[src/rtl/scv_pkg.sv]
// Shared types for the scv VRAM arbiter: grant tags carried down the access
// pipeline and the arbiter's top-level states.
package scv_pkg;

  typedef enum logic [1:0] {
    VGNT_NONE,
    VGNT_VID,
    VGNT_CPU,
    VGNT_CLR
  } vram_gnt_t;

  typedef enum logic {
    VARB_CLEAR,
    VARB_RUN
  } varb_state_t;

  // Wait counter must hold 0..maxwait without wrapping.
  function automatic int wait_cnt_width(input int maxwait);
    return $clog2(maxwait + 2);
  endfunction

endpackage

[src/rtl/vram_arb.sv]
// Shares one single-port registered-read VRAM between video fetch (priority)
// and the CPU (bounded wait); zero-fills the RAM after reset or on request.
module vram_arb
  import scv_pkg::*;
#(
  parameter int            AW          = 12,
  parameter int            DW          = 8,
  parameter logic [DW-1:0] CLR_VAL     = '0,
  parameter int            CPU_MAXWAIT = 2
) (
  input  logic          CLK,
  input  logic          RESB,
  input  logic          CE,
  input  logic          V_REQ,
  input  logic          V_WE,
  input  logic [AW-1:0] V_A,
  input  logic [DW-1:0] V_DI,
  output logic [DW-1:0] V_DO,
  output logic          V_ACK,
  input  logic          C_REQ,
  input  logic          C_WE,
  input  logic [AW-1:0] C_A,
  input  logic [DW-1:0] C_DI,
  output logic [DW-1:0] C_DO,
  output logic          C_ACK,
  output logic          C_WAIT,
  output logic [AW-1:0] M_A,
  output logic [DW-1:0] M_DI,
  input  logic [DW-1:0] M_DO,
  output logic          M_nCE,
  output logic          M_nWE,
  input  logic          CLR_START,
  output logic          CLR_BUSY
);

  localparam int WCW = wait_cnt_width(CPU_MAXWAIT);

  varb_state_t    r_state, w_state_next;
  vram_gnt_t      r_gnt_q, r_gnt_qq, w_gnt;
  logic           r_we_q, r_we_qq, w_we;
  logic [AW-1:0]  r_cnt, w_cnt_next;
  logic [WCW-1:0] r_wait, w_wait_next;
  logic           r_clr_busy, w_clr_busy_next;
  logic [AW-1:0]  r_m_a, w_m_a;
  logic [DW-1:0]  r_m_di, w_m_di;
  logic           r_m_nce, r_m_nwe, w_m_ce, w_m_we;
  logic           r_v_ack, r_c_ack;
  logic [DW-1:0]  r_v_do, r_c_do;
  logic           w_v_elig, w_c_elig, w_c_busy, w_cpu_wins;

  assign w_v_elig   = V_REQ & CE;
  assign w_c_busy   = (r_gnt_q == VGNT_CPU) || (r_gnt_qq == VGNT_CPU);
  // An ACK still showing means C_REQ is the request just completed.
  assign w_c_elig   = C_REQ & ~w_c_busy & ~r_c_ack;
  assign w_cpu_wins = w_c_elig & (~w_v_elig | (r_wait >= WCW'(CPU_MAXWAIT)));

  always_comb begin
    w_state_next    = r_state;
    w_clr_busy_next = r_clr_busy;
    w_cnt_next      = r_cnt;
    w_wait_next     = r_wait;
    w_gnt           = VGNT_NONE;
    w_we            = 1'b0;
    w_m_ce          = 1'b0;
    w_m_we          = 1'b0;
    w_m_a           = r_m_a;
    w_m_di          = r_m_di;

    if (r_state == VARB_CLEAR) begin
      w_m_ce     = 1'b1;
      w_m_we     = 1'b1;
      w_m_a      = r_cnt;
      w_m_di     = CLR_VAL;
      w_cnt_next = r_cnt + AW'(1);
      // Video reads during a clear are answered with the fill value, no RAM cycle.
      if (w_v_elig) w_gnt = VGNT_CLR;
      if (&r_cnt) begin
        w_state_next    = VARB_RUN;
        w_clr_busy_next = 1'b0;
      end
    end else begin
      if (w_cpu_wins) begin
        w_gnt       = VGNT_CPU;
        w_we        = C_WE;
        w_m_ce      = 1'b1;
        w_m_we      = C_WE;
        w_m_a       = C_A;
        w_m_di      = C_DI;
        w_wait_next = '0;
      end else if (w_v_elig) begin
        w_gnt  = VGNT_VID;
        w_we   = V_WE;
        w_m_ce = 1'b1;
        w_m_we = V_WE;
        w_m_a  = V_A;
        w_m_di = V_DI;
        if (w_c_elig) w_wait_next = r_wait + WCW'(1);
      end
      if (CLR_START) begin
        w_state_next    = VARB_CLEAR;
        w_clr_busy_next = 1'b1;
        w_cnt_next      = '0;
      end
    end
  end

  always_ff @(posedge CLK or negedge RESB) begin
    if (!RESB) begin
      r_state    <= VARB_CLEAR;
      r_clr_busy <= 1'b1;
      r_cnt      <= '0;
      r_wait     <= '0;
    end else begin
      r_state    <= w_state_next;
      r_clr_busy <= w_clr_busy_next;
      r_cnt      <= w_cnt_next;
      r_wait     <= w_wait_next;
    end
  end

  // RAM bus at t0, RAM latches at t1, DO/ACK registered at t2.
  always_ff @(posedge CLK or negedge RESB) begin
    if (!RESB) begin
      r_m_a    <= '0;
      r_m_di   <= '0;
      r_m_nce  <= 1'b1;
      r_m_nwe  <= 1'b1;
      r_gnt_q  <= VGNT_NONE;
      r_gnt_qq <= VGNT_NONE;
      r_we_q   <= 1'b0;
      r_we_qq  <= 1'b0;
      r_v_ack  <= 1'b0;
      r_c_ack  <= 1'b0;
      r_v_do   <= '0;
      r_c_do   <= '0;
    end else begin
      r_m_a    <= w_m_a;
      r_m_di   <= w_m_di;
      r_m_nce  <= ~w_m_ce;
      r_m_nwe  <= ~w_m_we;
      r_gnt_q  <= w_gnt;
      r_we_q   <= w_we;
      r_gnt_qq <= r_gnt_q;
      r_we_qq  <= r_we_q;
      r_v_ack  <= (r_gnt_qq == VGNT_VID) || (r_gnt_qq == VGNT_CLR);
      r_c_ack  <= (r_gnt_qq == VGNT_CPU);
      if (r_gnt_qq == VGNT_CLR) begin
        r_v_do <= CLR_VAL;
      end else if ((r_gnt_qq == VGNT_VID) && !r_we_qq) begin
        r_v_do <= M_DO;
      end
      if ((r_gnt_qq == VGNT_CPU) && !r_we_qq) begin
        r_c_do <= M_DO;
      end
    end
  end

  assign M_A      = r_m_a;
  assign M_DI     = r_m_di;
  assign M_nCE    = r_m_nce;
  assign M_nWE    = r_m_nwe;
  assign V_ACK    = r_v_ack;
  assign V_DO     = r_v_do;
  assign C_ACK    = r_c_ack;
  assign C_DO     = r_c_do;
  assign C_WAIT   = C_REQ & ~r_c_ack;
  assign CLR_BUSY = r_clr_busy;

endmodule

[config.mk]
export PLATFORM = sky130hd
export DESIGN_NAME = vram_arb
export DESIGN_NICKNAME = d
export VERILOG_FILES = /design/src/rtl/scv_pkg.sv /design/src/rtl/vram_arb.sv
export SDC_FILE = /design/constraint.sdc
export NUM_CORES = 1
export LEC_CHECK = 0
export BUFFER_PORTS_ARGS = -buffer_cell sky130_fd_sc_hd__buf_2
export CAP_MARGIN = 20
export CORE_MARGIN = 2
export CORE_UTILIZATION = 35
export CTS_BUF_LIST = sky130_fd_sc_hd__clkbuf_16
export DETAILED_ROUTE_END_ITERATION = 10
export PLACE_DENSITY = 0.68
export SETUP_SLACK_MARGIN = 0.1
export SLEW_MARGIN = 20
export SYNTH_ARGS = -nofsm -noshare
export SYNTH_HDL_FRONTEND = slang
export SYNTH_SLANG_ARGS = --single-unit
[constraint.sdc]
create_clock -name CLK -period 3.4 [get_ports CLK]
set_input_delay 0.68 -clock CLK [delete_from_list [all_inputs] [get_ports CLK]]
set_output_delay 0.68 -clock CLK [all_outputs]
set_load 0.01 [all_outputs]
==> key figures <==
Worst setup path
  – Critical Path Slowest Stage Cell: dfrtp_1
  – Critical Path RT: 3.58 ns
  – Crit-path max cell delay: 0.52 ns
  – Buffers & Inverters on Critical Path: 1
  – Arr. time, crit path: 2.27 ns
  – Crit-path leading delay family: compound AO/OA/AOI/OAI gates
  – Crit path max fanout: 19
  – Kind of critical path: flip-flop to flip-flop
  – Critical Path End Type: flip-flop
  – Type of origin of the critical path: flip-flop
  – Critical path, cell by cell: nor2b_4 > o311a_1 > buf_4 > nand2b_4 > o221ai_1

Synthesis
  – Flops & latches, synth: 62
  – Warnings, synthesis: 0
  – Top post-synthesis cells by area: dfrtp_1, mux2i_1, nand2_1
  – Post-synth EDFFs: 0
  – Largest area contributor in the synthesized netlist: dfrtp_1
  – Register area share after synthesis: 0.556
  – Top-count cell post-synth: dfrtp_1
  – Synth top cells by count: dfrtp_1, nand2_1, mux2i_1
  – Mapped Cells: 249
  – Fraction of registers with async set/reset: 1.00
  – Unique masters post-synth: 43
  – Mean Syn Cell Area: 11.2 sq um
  – Synth top area share: 0.528
  – Synth Flop Type: dfrtp_1
  – Mapped Area: 2800 sq um
  – Syn Nets: 307

Cells and area
  – Total Nets Final: 404
  – Filler cells: 731
  – Area of the multi-input gates: 1090 sq um
  – Area Growth Syn to Fin: 29.0%
  – N_diodes: 0
  – Seq. cell area: 1560 sq um
  – Share of cells above drive strength 1: 0.368
  – Post-layout util: 0.467

Placement
  – I/O Buffers: 97
  – Routability-driven placement congestion ratio: 0.779
  – Place WS: 1.14 ns
  – DP Wirelength: 4660 um

Clock network
  – Root Buffer: clkbuf_16
  – # hold bufs at CTS: 0
  – H-tree depth: 3
  – Clock buffer depth: 2
  – CTS tree: built
  – Setup Fix Bufs, Post-CTS: 0
  – Worst skew pair latency: 0.32 ns
  – Post-cts sizing count: 0
  – Clock transition at path regs: 0.05 ns
  – CTS buffer count: 9
  – CTS sink cnt: 62

Timing
  – Final WS setup: 1.32 ns
  – Worst slew pin tran: 0.766 ns
  – Slew Viols, Final: 0
  – Final min period: 2.08 ns
  – RSZ-0062 raised after global routing: false
  – Slew headroom: 0.490
  – Setup violations, final: 0
  – Clk_skew: 0.00562 ns
  – Max Freq: 480 MHz
  – Final hold viol count: 0
  – Fin crit share: 0.613
  – Setup TNS: 0 ns

Drt
  – WL final: 6340 um
  – Vias/cell: 4.92
  – Remaining antenna violation count: 0
  – Wire per inst: 14.0 um
  – DRC: 0
  – Number of iterations in the first detailed-routing pass: 4
  – Via count: 2231
  – DR iter-0 viols: 83

Global route
  – Initial antenna violation count: 0
  – Largest net degree at the start of global routing: 63
  – GRT Util Overall: 0.156
  – GRT overflow: 0
  – First-pass GRT wire length: 10400 um
  – Vias in the first global route: 2158

Die
  – Core Box Area: 7730 sq um
  – I/O pins: 98
  – Row count: 32
  – Starting Density: 0.362
  – Die area: 8720 sq um
  – Die Y-Extent: 93.4 um
  – Chip Width: 93.4 um

Job
  – Maxcap violations: 0

Pwr
  – Pleak: 1.72 nW
  – VDD IR max: 0.000329 V
  – PwrDens: 606 nW/um^2
  – Total power: 2.19 mW

Run status
  – Status: completed

Worst hold path
  – Min-delay worst type: flip-flop to flip-flop
## placed cells by master, fill, tap and decap left out, drive strengths merged, types with 2 or more instances in the layout
cell type    n
a21oi        2
a22oi       13
buf        101
clkbuf       9
clkinv       4
dfrtp       59
dfstp        3
ha           2
inv         18
mux2         8
mux2i       23
nand2       29
nand2b       4
nand3        5
nand4        2
nor2         4
nor2b        4
nor3         2
nor4         2
o211ai       4
o21ai       19
o221ai       5
o22ai       11
o31ai        3
xnor2        2
## final timing paths
path,startpoint,endpoint,slack (ns),cells past startpoint
setup / recovery,r_gnt_qq[1],M_A[7],1.32,5
max in group asynchronous,RESB,M_DI[7],2.38,2
setup reg to reg,r_gnt_qq[1],M_A[7],1.32,5
min in group asynchronous,RESB,r_wait[0],0.53,2
hold reg to reg,r_we_q,r_we_qq,0.35,0
hold / removal,r_we_q,r_we_qq,0.35,0
## cells by family (layout without fill, tap and decap cells)
group	count (synthesis)	in the layout	synth area share
and+or+nand+nor	60	60	0.117
AOI/OAI and AO/OA	61	61	0.144
DFF	62	62	0.556
buffers and inverters	31	133	0.0541
xor gates and xnor gates	2	2	0.00626
adders and majority gates	2	2	0.00894
muxes	31	31	0.114
## through the flow
step	hold slack, ns	instance area [sq um]	cells
6_report	0.354	3610	453
4_1_cts	0.363	3610	453
3_3_place_gp	0.332	3350	437
3_5_place_dp	0.347	3350	437
2_1_floorplan	0.331	2800	249
5_1_grt	0.378	3610	453
## per-layer routing
layer  vias up  share of wire  global-route usage
met2        94           0.45               0.237
met1      1042           0.45               0.204
met3         5          0.087              0.0669
met5         -              0                   0
met4         0         0.0096              0.0441
li1       1090              -                   -
## sequential cells by signal (all words and copies together) (netlist names)
signal / cells
r_state: 1
V_DO: 8
C_ACK: 1
C_DO: 8
M_nWE: 1
r_wait: 2
M_nCE: 1
CLR_BUSY: 1
M_A: 12
r_cnt: 12
V_ACK: 1
M_DI: 8
r_gnt_q: 2
r_gnt_qq: 2
r_we_qq: 1
r_we_q: 1
## worst reg2reg max path: stages, from the launching register on
cell      delay (ns)
dfrtp_1         0.52
nor2b_4         0.29
o311a_1         0.45
buf_4           0.27
nand2b_4        0.28
o221ai_1        0.16
## layout make-up
type / count / area share
Sequential cell: 62 / 0.431
Multi-Input combinational cell: 156 / 0.302
Timing Repair Buffer: 101 / 0.143
Clock buffer: 9 / 0.0624
Tap cell: 102 / 0.0354
Inverter: 16 / 0.0166
Clock inverter: 7 / 0.00936
## where the power goes
group	total [mW]	internal [mW]	leakage (nW)	switching, mW
logic	0.415	0.205	0.799	0.210
registers	0.990	0.872	0.783	0.119
clock network	0.782	0.480	0.135	0.303
Note: power is estimated with default switching activity, not from simulation.
